### src/rtl/pad_ctrl_pkg.sv
// pad_ctrl_pkg: shared frame layout, opcodes, cfg bit positions, reset values and FSM states
package pad_ctrl_pkg;
  localparam int FRAME_W = 16;
  typedef enum logic [1:0] {OP_OUT, OP_OE, OP_CFG, OP_RSVD} op_e;
  localparam int CFG_CS = 0;
  localparam int CFG_SL = 1;
  localparam int CFG_IE = 2;
  localparam int CFG_PU = 3;
  localparam int CFG_PD = 4;
  localparam logic RST_OUT = 1'b0;
  localparam logic RST_OE  = 1'b0;
  localparam logic RST_CS  = 1'b0;
  localparam logic RST_SL  = 1'b0;
  localparam logic RST_IE  = 1'b1;
  localparam logic RST_PU  = 1'b0;
  localparam logic RST_PD  = 1'b0;
  typedef enum logic {IDLE, SHIFT} state_e;
endpackage

### src/rtl/pad_sync.sv
// pad_sync: synchroniser chain (clk, rst, i_d in; o_lvl, o_rise, o_fall out) with registered edge pulses
module pad_sync #(
  parameter int   STAGES  = 2,
  parameter logic RST_VAL = 1'b0
) (
  input  logic clk,
  input  logic rst,
  input  logic i_d,
  output logic o_lvl,
  output logic o_rise,
  output logic o_fall
);
  logic [STAGES-1:0] r_s;
  logic              r_dly;
  assign o_lvl = r_s[STAGES-1];
  always_ff @(posedge clk) begin
    if (rst) begin
      r_s    <= {STAGES{RST_VAL}};
      r_dly  <= RST_VAL;
      o_rise <= 1'b0;
      o_fall <= 1'b0;
    end else begin
      r_s    <= {r_s[STAGES-2:0], i_d};
      r_dly  <= r_s[STAGES-1];
      o_rise <= r_s[STAGES-1] & ~r_dly;
      o_fall <= ~r_s[STAGES-1] & r_dly;
    end
  end
endmodule

### src/rtl/bidir_pad_ctrl.sv
// bidir_pad_ctrl: serial-configured registered drives (out/oe/cs/sl/ie/pu/pd) for the bidir pad bank, with frame_ok/frame_err pulses
module bidir_pad_ctrl
  import pad_ctrl_pkg::*;
#(
  parameter int NUM_BIDIR_PADS = 8,
  parameter int SYNC_STAGES    = 2
) (
  input  logic                      clk,
  input  logic                      rst,
  input  logic                      cfg_sck_i,
  input  logic                      cfg_sdi_i,
  input  logic                      cfg_csn_i,
  output logic [NUM_BIDIR_PADS-1:0] bidir_out,
  output logic [NUM_BIDIR_PADS-1:0] bidir_oe,
  output logic [NUM_BIDIR_PADS-1:0] bidir_cs,
  output logic [NUM_BIDIR_PADS-1:0] bidir_sl,
  output logic [NUM_BIDIR_PADS-1:0] bidir_ie,
  output logic [NUM_BIDIR_PADS-1:0] bidir_pu,
  output logic [NUM_BIDIR_PADS-1:0] bidir_pd,
  output logic                      frame_ok,
  output logic                      frame_err
);
  localparam int N = NUM_BIDIR_PADS;
  logic w_sck_lvl, w_sck_rise, w_sck_fall;
  logic w_sdi_lvl, w_sdi_rise, w_sdi_fall;
  logic w_csn_lvl, w_csn_rise, w_csn_fall;
  logic w_unused;
  state_e r_state, w_next;
  logic [6:0] r_cnt;
  logic [FRAME_W-1:0] r_shreg;
  logic [7:0] r_warm;
  logic r_armed;
  logic w_start, w_end, w_shift, w_ok;
  op_e w_op;
  logic [5:0] w_idx;
  logic [7:0] w_data;
  pad_sync #(.STAGES(SYNC_STAGES), .RST_VAL(1'b0)) u_sck (
    .clk(clk), .rst(rst), .i_d(cfg_sck_i), .o_lvl(w_sck_lvl), .o_rise(w_sck_rise), .o_fall(w_sck_fall));
  pad_sync #(.STAGES(SYNC_STAGES), .RST_VAL(1'b0)) u_sdi (
    .clk(clk), .rst(rst), .i_d(cfg_sdi_i), .o_lvl(w_sdi_lvl), .o_rise(w_sdi_rise), .o_fall(w_sdi_fall));
  pad_sync #(.STAGES(SYNC_STAGES), .RST_VAL(1'b1)) u_csn (
    .clk(clk), .rst(rst), .i_d(cfg_csn_i), .o_lvl(w_csn_lvl), .o_rise(w_csn_rise), .o_fall(w_csn_fall));
  assign w_unused = &{w_sck_lvl, w_sck_fall, w_sdi_rise, w_sdi_fall};
  assign w_op   = op_e'(r_shreg[15:14]);
  assign w_idx  = r_shreg[13:8];
  assign w_data = r_shreg[7:0];
  always_comb begin
    w_start = r_state == IDLE && w_csn_fall && r_armed;
    w_end   = r_state == SHIFT && w_csn_rise;
    w_shift = r_state == SHIFT && w_sck_rise && !w_csn_rise;
    w_ok    = w_end && r_cnt == 7'd16;
    w_next  = w_start ? SHIFT : w_end ? IDLE : r_state;
  end
  always_ff @(posedge clk) begin
    r_state <= rst ? IDLE : w_next;
  end
  // The reset-idle cs_n=1 in the sync chain is not a real observation; only
  // arm frame starts once a genuinely sampled high level has been seen.
  always_ff @(posedge clk) begin
    if (rst) begin
      r_warm  <= '0;
      r_armed <= 1'b0;
    end else begin
      r_warm  <= (r_warm == 8'(SYNC_STAGES)) ? r_warm : r_warm + 8'd1;
      r_armed <= r_armed | (r_warm == 8'(SYNC_STAGES) && w_csn_lvl);
    end
  end
  always_ff @(posedge clk) begin
    if (rst) begin
      r_cnt     <= '0;
      r_shreg   <= '0;
      frame_ok  <= 1'b0;
      frame_err <= 1'b0;
      bidir_out <= {N{RST_OUT}};
      bidir_oe  <= {N{RST_OE}};
      bidir_cs  <= {N{RST_CS}};
      bidir_sl  <= {N{RST_SL}};
      bidir_ie  <= {N{RST_IE}};
      bidir_pu  <= {N{RST_PU}};
      bidir_pd  <= {N{RST_PD}};
    end else begin
      frame_ok  <= w_ok;
      frame_err <= w_end && !w_ok;
      if (w_start) begin
        r_cnt   <= '0;
        r_shreg <= '0;
      end else if (w_shift) begin
        r_shreg <= {r_shreg[FRAME_W-2:0], w_sdi_lvl};
        r_cnt   <= (r_cnt == 7'd17) ? r_cnt : r_cnt + 7'd1;
      end
      if (w_ok) begin
        for (int p = 0; p < N; p++) begin
          if (w_op == OP_OUT && w_idx == 6'(p >> 3)) bidir_out[p] <= w_data[p[2:0]];
          if (w_op == OP_OE && w_idx == 6'(p >> 3)) bidir_oe[p] <= w_data[p[2:0]];
          if (w_op == OP_CFG && w_idx == 6'(p)) begin
            bidir_cs[p] <= w_data[CFG_CS];
            bidir_sl[p] <= w_data[CFG_SL];
            bidir_ie[p] <= w_data[CFG_IE];
            bidir_pu[p] <= w_data[CFG_PU];
            bidir_pd[p] <= w_data[CFG_PD] & ~w_data[CFG_PU];
          end
        end
      end
    end
  end
endmodule
### config.mk
export PLATFORM = sky130hd
export DESIGN_NAME = bidir_pad_ctrl
export DESIGN_NICKNAME = d
export VERILOG_FILES = /design/src/rtl/pad_ctrl_pkg.sv /design/src/rtl/pad_sync.sv /design/src/rtl/bidir_pad_ctrl.sv
export SDC_FILE = /design/constraint.sdc
export NUM_CORES = 1
export LEC_CHECK = 0
export BUFFER_PORTS_ARGS = -buffer_cell sky130_fd_sc_hd__buf_2
export CAP_MARGIN = 40
export CORE_ASPECT_RATIO = 0.75
export CORE_UTILIZATION = 39
export DETAILED_ROUTE_END_ITERATION = 8
export PLACE_DENSITY = 0.61
export SYNTH_ARGS = -nofsm -noshare
export SYNTH_HDL_FRONTEND = slang
export SYNTH_SLANG_ARGS = --single-unit
### constraint.sdc
create_clock -name clk -period 4.68 [get_ports clk]
set_input_delay 0.468 -clock clk [delete_from_list [all_inputs] [get_ports clk]]
set_output_delay 0.468 -clock clk [all_outputs]
set_load 0.005 [all_outputs]
==> results of run 1 <==
## worst min-delay path by stage
stage                      from           end  slack [ns]  cells past startpoint
finish                cfg_csn_i  u_csn.r_s[0]        0.30                      2
CTS                   cfg_csn_i  u_csn.r_s[0]        0.29                      2
global placement    u_sck.r_dly  u_sck.o_rise        0.37                      1
detailed placement  u_sck.r_dly  u_sck.o_rise        0.38                      1
global route          cfg_csn_i  u_csn.r_s[0]        0.30                      2
floorplan           u_sck.r_dly  u_sck.o_rise        0.37                      1
## power groups by stage
stage | registers, µW | logic [µW] | clock network [µW]
final | 902 | 69.0 | 692
after detailed placement | 922 | 68.5 | 0
after global routing | 904 | 79.0 | 745
after global placement | 921 | 67.4 | 0
after floorplan | 917 | 57.1 | 0
after CTS | 902 | 70.0 | 709
## layer usage
metal / part of all wire [%] / wire, µm
met1: 51 / 4185
met2: 42 / 3473
met3: 5.5 / 452
met4: 0.89 / 73
met5: 0 / 0
## layout make-up
cell class	instances	area [µm²]
fillers	953	5142
flip-flops and latches	102	2042
multi-input cells	271	1892
clock buffers	11	242.7
repair buffers	63	317.8
well taps	132	165.2
clock inverters	5	35.03
inverters	4	15.01
## through the flow
step / setup WS, ns / cells / cell area, µm²
after floorplan: 2.878 / 399 / 4034
after global placement: 2.545 / 572 / 4432
after detailed placement: 2.475 / 572 / 4432
after CTS: 2.455 / 588 / 4710
after global routing: 2.316 / 588 / 4710
final: 2.488 / 588 / 4710
## state kept, by name (all words and copies together) (netlist names), 7 cells and up
| signal | count |
|---|---|
| bidir_cs | 8 |
| bidir_ie | 8 |
| r_shreg | 16 |
| bidir_oe | 8 |
| bidir_pd | 8 |
| r_warm | 8 |
| bidir_out | 8 |
| bidir_pu | 8 |
| bidir_sl | 8 |
| r_cnt | 7 |
## cell usage in the layout, fill, tap and decap left out, types with 2 or more instances in the layout
cell / instances
nand4_2: 2
clkinv_2: 2
nand4b_2: 2
buf_2: 62
mux2i_1: 57
dfxtp_1: 102
nand2_1: 38
nor2_1: 26
xor2_1: 7
nand3b_1: 4
inv_1: 4
nand3_1: 5
and3_1: 3
nor3_1: 3
nand2b_1: 59
clkbuf_16: 9
clkinv_4: 2
a21oi_1: 18
a31oi_1: 2
and2_1: 3
nor2b_1: 7
ha_1: 5
nand3_2: 3
xnor2_1: 4
nor3b_1: 2
or2_2: 4
a211oi_1: 3
nand4b_1: 2
## cell usage after synthesis, types with 5 or more instances
master	count	area [µm²]
a21oi_1	18	90.09
buf_1	6	22.52
clkbuf_1	14	52.55
dfxtp_1	102	2042
ha_1	5	62.56
mux2i_1	57	570.6
nand2_1	38	142.6
nand2b_1	59	369.1
nand3_1	5	25.02
nor2_1	26	97.59
nor2b_1	7	43.79
xor2_1	7	61.31
## worst max-delay path, delay by kind of cell, from the launching register on
family | cells | cell delay [ns]
flops | 1 | 0.34
mux | 1 | 0.30
buf+inv | 1 | 0.09
fa+ha+maj | 1 | 0.16
simple gates | 3 | 1.23
## cell families (layout without fill, tap and decap cells)
| kind of cell | after synthesis | after routing | share of synthesized area (%) |
|---|---|---|---|
| AND/OR/NAND/NOR | 173 | 173 | 25.34 |
| multiplexers | 57 | 57 | 14.14 |
| adder cells (fa/ha/maj) | 5 | 5 | 1.551 |
| buffers and inverters | 26 | 83 | 2.481 |
| flip-flops | 102 | 102 | 50.62 |
| AO/OA/AOI/OAI | 25 | 25 | 3.474 |
| XOR/XNOR | 11 | 11 | 2.388 |
==> impl_metrics.yaml, run 1 <==
place:
  port_buffers: 62
  dp_hpwl_mm: 5.588
  place_congestion: 0.8292
critical_path:
  critPathLaunchType: "flop"
  r2r_end: "bidir_out[2]"
  endpoint: "bidir_out[2]"
  crit_chain: "inv_1 -> ha_1 -> or4b_4 -> nor4_4 -> nand3b_1 -> mux2i_1"
  ff2ff_path_depth: 6
  reg2reg_slack_ns: 2.49
  worst_path_max_delay_cell: "or4b_4"
  cp-end-kind: "flop"
  timing.rr.start: "r_cnt[1]"
  critPathLaunch: "r_cnt[1]"
  required_ns: 4.94
  path_class: "reg2reg"
  critPathMaxStageDelay_ns: 0.51
  critical_path_arrival_ns: 2.45
  crit_fanout: 8
timing:
  finClkSkew_ns: 0.004884
  rsz0062_at_grt: "no"
  maxSlewViolCount: 0
  tightest_slew_ns: 0.8525
  holdWs_ns: 0.3043
  setup_viol: 0
  min_period_over_period_pct: 46.83
  finalHoldViolations: 0
  finalCriticalPeriod_ns: 2.192
  fmax_mhz: 456.3
  slew-limit-headroom_pct: 43.16
  fin_tns_setup_ns: 0
clocking:
  clk_pin_slew_ns: 0.07
  insertion_delay_ns: 0.34
  cts_resized: 0
  cts_buffer_depth: 2
  cts.sinks: 102
  cts_buffers: 9
  root_buffer: "clkbuf_16"
  cts_hold_buf: 0
  htreeDepth: 3
  cts_tree: "done"
  cts_setup_buffers: 0
global_route:
  grt_max_degree: 54
  grt_util_all_layers_pct: 16.29
  grt-ovfl-total: 0
  grt_use_met2_pct: 23.50
  grtUsageMet1_pct: 22.77
  grt_pass1_vias: 2651
  met3_usage_pct: 5.901
  grt_pass1_wl_mm: 13.72
  busiest_layer: "met2"
  antenna_found_initial: 0
power:
  p_leak_uw: 0.002194
  p_total_uw: 1663
  p_switching_uw: 371.9
  swShare_pct: 22.36
  peakVddDrop_mv: 0.1904
  p_comb_share_pct: 4.1
  p_seq_share_pct: 54.2
  powerDensity_mw_per_mm2: 353.2
  clockPowerShare_pct: 41.6
  p_int_uw: 1291
status:
  status: "completed"
logic_synthesis:
  syn_nets: 409
  netlist_instances: 399
  synth_edf_count: 0
  synth.cell_area_mm2: 0.004034
  synth_seq_cells: 102
  yosysWarnings: 0
  synth-main-ff-cell: "dfxtp_1"
  async_reset_ff_share_pct: 0
  avgSynthCellArea_um2: 10.11
  yosysUniqueCellTypes: 39
  synth-seq-area-share_pct: 50.62
floorplanning:
  die_x_um: 119.4
  num_io_pins: 63
  num_rows: 31
  core_mm2: 0.009852
  die_height_um: 90.08
  dieArea_mm2: 0.01076
  start_util_pct: 40.94
min_path:
  hp-class: "in2reg"
finish:
  nNetsFinal: 461
  synthToLayoutAreaGrowth_pct: 16.75
  drive_gt1_share_pct: 21.05
  num_antenna_cells: 0
  final_util_pct: 47.80
routing:
  drt_pass1_iterations: 4
  ant_nets: 0
  num_vias: 2830
  drc_errors: 0
  vias_per_cell: 4.813
  wl_per_cell_um: 13.92
  wl_mm: 8.185
  drtIter0Drc: 116
flow_run:
  cap_violations: 0
No activity file was read; power rests on OpenSTA's default activity.
==> run 2, diff against run 1 <==
--- a/config.mk
+++ b/config.mk
@@ -5,6 +5,7 @@
 export SDC_FILE = /design/constraint.sdc
 export NUM_CORES = 1
 export LEC_CHECK = 0
+export ABC_AREA = 1
 export BUFFER_PORTS_ARGS = -buffer_cell sky130_fd_sc_hd__buf_2
 export CAP_MARGIN = 40
 export CORE_ASPECT_RATIO = 0.75
==> constraint.sdc (replaced) <==
create_clock -name clk -period 2.1 [get_ports clk]
set_input_delay 0.21 -clock clk [delete_from_list [all_inputs] [get_ports clk]]
set_output_delay 0.21 -clock clk [all_outputs]
set_load 0.005 [all_outputs]
==> run 2 against run 1 <==
  * Synthesized cell count is 48% higher
  * Clock skew hardly changed
  * Die area is 8.8% higher
  * Critical path depth is 4 higher
  * Sequential share of layout area is 3.7 points lower
  * Setup slack worse by 2.0 ns
  * Highest routed layer unchanged
  * Worst hold slack worse by 0.26 ns
  * Non-clock buffer count is 7 higher
==> impl_metrics.yaml, run 2 <==
status:
  status: "completed"
finish:
  final_common_cell: "nor2_1"
  num_antenna_cells: 0
  nFillCells: 1098
  nNetsFinal: 655
  regMostFlops: "r_shreg"
  drive_gt1_share_pct: 19.69
  largest_register_ffs: 16
  design_area_mm2: 0.005150
  final_cell_mix: "130 x nor2_1, 109 x nand2_1, 102 x dfxtp_1, 81 x nand3_1, 62 x buf_2"
  synthToLayoutAreaGrowth_pct: 17.16
clocking:
  htreeDepth: 3
  cts_setup_buffers: 0
  cts_buffer_depth: 2
  cts_tree: "done"
  root_buffer: "clkbuf_16"
  insertion_delay_ns: 0.34
  cts.sinks: 102
  clk_pin_slew_ns: 0.07
  cts_resized: 0
  cts_buffers: 9
  cts_hold_buf: 0
min_path:
  min_path_cells: 2
  min_from: "cfg_csn_i"
  holdPathEnd: "u_csn.r_s[0]"
  hp-class: "in2reg"
logic_synthesis:
  avgSynthCellArea_um2: 7.463
  yosysUniqueCellTypes: 27
  yosysMostFrequentCell: "nor2_1"
  synth-seq-area-share_pct: 46.46
  synth_seq_cells: 102
  async_reset_ff_share_pct: 0
  netlist_instances: 589
  syn_nets: 599
  yosysTopAreaCell: "dfxtp_1"
  yosysWarnings: 0
  synth-main-ff-cell: "dfxtp_1"
  synthTopCellsByArea: "dfxtp_1 46%, nor2_1 11%, nand2_1 9.3%"
  synth_top_area_share_pct: 46.46
  synth_edf_count: 0
  synth.cell_area_mm2: 0.004395
  synth_common_cells: "130 x nor2_1, 109 x nand2_1, 102 x dfxtp_1"
power:
  swShare_pct: 20.74
  p_leak_uw: 0.002331
  clockPowerShare_pct: 47.2
  powerDensity_mw_per_mm2: 791.1
  p_seq_share_pct: 48.9
  p_int_uw: 3229
  p_switching_uw: 844.9
  p_comb_share_pct: 3.9
  peakVddDrop_mv: 0.5717
floorplanning:
  die_height_um: 93.94
  core_mm2: 0.01094
  start_util_pct: 40.17
  die_x_um: 124.6
  dieArea_mm2: 0.01170
  num_io_pins: 63
  num_rows: 33
place:
  dp_hpwl_mm: 6.688
  port_buffers: 62
  place_congestion: 0.8133
  post_dp_cell_area_mm2: 0.004801
  place_ws_ns: 0.4984
routing:
  wl_per_cell_um: 11.82
  ant_nets: 0
  drtIter0Drc: 214
  vias_per_cell: 4.777
  drt_pass1_iterations: 4
  num_vias: 3774
  wl_mm: 9.341
  drc_errors: 0
critical_path:
  reg2reg_slack_ns: 0.49
  r2r_end: "bidir_sl[0]"
  critical_path_arrival_ns: 1.85
  cp-end-kind: "flop"
  crit_fanout: 30
  path_class: "reg2reg"
  ff2ff_path_depth: 10
  critPathLaunchType: "flop"
  required_ns: 2.34
  timing.rr.start: "r_cnt[0]"
global_route:
  grt-ovfl-total: 0
  grt_util_all_layers_pct: 17.25
  grt_pass1_vias: 3407
  grt_pass1_wl_mm: 16.22
  antenna_found_initial: 0
  grt_max_degree: 44
timing:
  fmax_mhz: 620.0
  finalHoldViolations: 0
  setup_viol: 0
  rsz0062_at_grt: "no"
  tightest_slew_ns: 0.5201
  min_period_over_period_pct: 76.80
  finClkSkew_ns: 0.005351
  maxSlewViolCount: 0
  finalCriticalPeriod_ns: 1.613
  slew-limit-headroom_pct: 65.29
  fin_tns_setup_ns: 0
  fin_ws_ns: 0.4872
flow_run:
  cap_violations: 0
[run 2: cell count changes in the layout (fill, tap and decap cells not counted), sizes merged, moves of 16 or more]
cell,change
nand2,+75
nand3,+74
nand2b,-59
o21ai,+16
mux2i,-57
inv,+41
nor2,+128
[run 2: per-stage QoR]
stage	utilization, %	hold WS [ns]	power [µW]	instances
after floorplan	-	0.3138	2161	589
after global placement	43.88	0.3837	2196	774
after detailed placement	43.88	0.3820	2197	774
after CTS	47.07	0.02917	4122	790
after global routing	47.07	0.04734	4232	790
final	47.07	0.04609	4074	790
[run 2: logic make-up after synthesis]
kind of cell,Yosys count,synth area share [%]
DFF,102,46.46
xor gates and xnor gates,5,0.9963
and+or+nand+nor,365,39.06
adders and majority gates,5,1.423
AOI/OAI and AO/OA,41,4.668
buffers and inverters,71,7.401
[run 2: worst max-delay path, stage by stage, from the launching register on]
cell     delay, ns
dfxtp_1       0.36
inv_1         0.10
ha_1          0.17
inv_1         0.04
nor2_1        0.12
nand2_2       0.07
nor2_4        0.09
buf_4         0.29
nand3_1       0.13
nand2_1       0.09
nor2_1        0.04
[run 2: area by class of cell]
type	instances	area, µm²	area share [%]
Multi-Input combinational cell	416	2028	39.38
Inverter	46	172.7	3.353
Clock inverter	5	106.4	2.065
Timing Repair Buffer	70	382.9	7.434
Tap cell	140	175.2	3.401
Clock buffer	11	242.7	4.713
Sequential cell	102	2042	39.65
[run 2: worst max path at each step]
stage / start / endpoint / slack, ns / depth (start not counted)
after detailed placement: r_cnt[0] / bidir_out[6] / 0.50 / 9
after global placement: r_cnt[0] / bidir_pd[5] / 0.54 / 10
after CTS: r_cnt[0] / bidir_sl[5] / 0.47 / 10
after global routing: r_cnt[0] / bidir_ie[1] / 0.29 / 10
after floorplan: r_cnt[0] / bidir_out[3] / 0.72 / 11
final: r_cnt[0] / bidir_sl[0] / 0.49 / 10
[run 2: power groups by stage]
stage | registers [µW] | logic [µW] | clock network, µW
after global placement | 2040 | 158 | 0
after global routing | 2000 | 193 | 2040
after CTS | 1990 | 160 | 1970
after detailed placement | 2040 | 160 | 0
final | 1990 | 158 | 1920
after floorplan | 2030 | 128 | 0
[run 2: per-layer routing]
| layer | up-vias | part of all wire, % | wire (µm) | GRT usage [%] |
|---|---|---|---|---|
| li1 | 1978 | - | - | - |
| met3 | 5 | 5.4 | 502 | 4.727 |
| met5 | - | 0 | 0 | 0 |
| met1 | 1713 | 51 | 4803 | 22.84 |
| met2 | 78 | 42 | 3964 | 27.26 |
| met4 | 0 | 0.76 | 71 | 5.422 |
==> run 3, diff against run 2 <==
--- a/config.mk
+++ b/config.mk
@@ -5,13 +5,13 @@
 export SDC_FILE = /design/constraint.sdc
 export NUM_CORES = 1
 export LEC_CHECK = 0
-export ABC_AREA = 1
+export ABC_AREA = 0
 export BUFFER_PORTS_ARGS = -buffer_cell sky130_fd_sc_hd__buf_2
 export CAP_MARGIN = 40
 export CORE_ASPECT_RATIO = 0.75
 export CORE_UTILIZATION = 39
 export DETAILED_ROUTE_END_ITERATION = 8
-export PLACE_DENSITY = 0.61
+export PLACE_DENSITY = 0.64
 export SYNTH_ARGS = -nofsm -noshare
 export SYNTH_HDL_FRONTEND = slang
 export SYNTH_SLANG_ARGS = --single-unit
==> constraint.sdc (replaced) <==
create_clock -name clk -period 1.4 [get_ports clk]
set_input_delay 0.14 -clock clk [delete_from_list [all_inputs] [get_ports clk]]
set_output_delay 0.14 -clock clk [all_outputs]
set_load 0.005 [all_outputs]
==> run 3 against run 2 <==
  * The run now ends with setup timing left
  * Fmax fell by 15%
  * Count of clock-buffer cells in the layout fell by 2
  * Via count fell by 21%
  * Die area is 8.1% lower
  * Largest cell class unchanged
==> impl_metrics.yaml, run 3 (same netlist as run 1, synthesis figures left out) <==
finish:
  regArea_mm2: 0.002044
  design_area_mm2: 0.005228
  multiInputGateArea_mm2: 0.002024
  final_cell_mix: "100 x dfxtp_1, 62 x buf_2, 58 x nand2b_1, 57 x mux2i_1"
  nNetsFinal: 505
  drive_gt1_share_pct: 31.40
  num_antenna_cells: 0
  nFillCells: 903
  synthToLayoutAreaGrowth_pct: 29.59
  regMostFlops: "r_shreg"
  largest_register_ffs: 16
  final_common_cell: "dfxtp_1"
  final_util_pct: 53.06
critical_path:
  critical_path_arrival_ns: 2.09
  path_class: "reg2reg"
  critPathLaunchType: "flop"
  cp-end-kind: "flop"
  critPathMaxStageDelay_ns: 0.51
  worst_path_max_delay_cell: "or4b_4"
  required_ns: 1.60
  crit_chain: "inv_2 -> ha_4 -> or4b_4 -> nor4_4 -> nand2_2 -> buf_6 -> mux2i_1"
  crit_fanout: 4
timing:
  fin_tns_setup_ns: -23.09
  fin_ws_ns: -0.4959
  tightest_slew_ns: 0.6988
  finClkSkew_ns: 0.007830
  slew-limit-headroom_pct: 53.24
  holdWs_ns: 0.01847
  setup_viol: 58
  finalHoldViolations: 0
  finalCriticalPeriod_ns: 1.896
  maxSlewViolCount: 0
  min_period_over_period_pct: 135.4
  rsz0062_at_grt: "yes"
  fmax_mhz: 527.5
clocking:
  cts_buffers: 9
  htreeDepth: 3
  cts_tree: "done"
  cts_buffer_depth: 2
  cts.sinks: 102
  clk_pin_slew_ns: 0.07
  root_buffer: "clkbuf_16"
  insertion_delay_ns: 0.34
floorplanning:
  num_rows: 31
  num_io_pins: 63
  dieArea_mm2: 0.01076
  core_mm2: 0.009852
  die_height_um: 90.08
  die_x_um: 119.4
  start_util_pct: 40.94
routing:
  drt_pass1_iterations: 4
  vias_per_cell: 4.745
  ant_nets: 0
  wl_per_cell_um: 14.15
  drc_errors: 0
  num_vias: 2999
  drtIter0Drc: 140
  wl_mm: 8.942
global_route:
  grt_pass1_vias: 2893
  antenna_found_initial: 0
  grt-ovfl-total: 0
  grt_pass1_wl_mm: 14.89
  grt_util_all_layers_pct: 17.48
  grt_max_degree: 35
place:
  port_buffers: 62
  place_ws_ns: -0.5574
  place_congestion: 0.7965
  dp_hpwl_mm: 6.157
  post_dp_cell_area_mm2: 0.004733
status:
  violations: "setup timing"
  status: "complete, but fails checks"
power:
  peakVddDrop_mv: 0.8268
  p_leak_uw: 0.002498
  powerDensity_mw_per_mm2: 1086
min_path:
  hp-class: "in2reg"
flow_run:
  cap_violations: 0
## run 3: metal layers
metal  up-vias  GRT usage [%]  part of all wire (%)
met5         -              0                     0
met4         0          4.688                   1.1
met3         8          4.886                   4.8
met2        65          25.78                    43
met1      1397          24.85                    51
li1       1529              -                     -
## run 3: repair_timing
action / in CTS / in global routing
setup buffers: 3 / 4
pin swaps: 7 / 9
resized for setup: 18 / 12
endpoints found under the hold margin: 1 / 0
hold buffers: 1 / 0
setup endpoints to repair: 62 / 64
gates cloned: 0 / 0
## run 3: metrics by stage
step                instances  total power (µW)
floorplan                 399              3256
global placement          608              3362
detailed placement        608              3372
CTS                       628              5736
global route              632              5926
finish                    632              5679
## run 3: cell type report
type                       count  area share, %
sequential                   102          39.11
multi-input combinational    271          38.73
timing repair buffer         107          13.36
clock buffer                   9          4.308
tap                          132          3.159
clock inverter                 7          1.053
inverter                       4         0.2872
## run 3: critical path, delay by kind of cell (launching register included)
kind	cells	cell delay, ns
simple gates	3	0.97
flops	1	0.33
buf+inv	2	0.22
fa+ha+maj	1	0.12
mux	1	0.10
## run 3: power breakdown
group | internal (µW) | total [µW] | switching, µW
Clock | 1230 | 2350 | 1120
Sequential | 2950 | 2980 | 30.2
Combinational | 169 | 345 | 176
Total | 4350 | 5680 | 1330
## run 3: final timing paths
kind | slack, ns | from | cells past startpoint | to
hold / removal | 0.02 | cfg_sdi_i | 2 | u_sdi.r_s[0]
hold reg to reg | 0.39 | u_sck.r_dly | 1 | u_sck.o_rise
setup / recovery | -0.50 | r_cnt[0] | 7 | bidir_ie[4]
setup reg to reg | -0.50 | r_cnt[0] | 7 | bidir_ie[4]
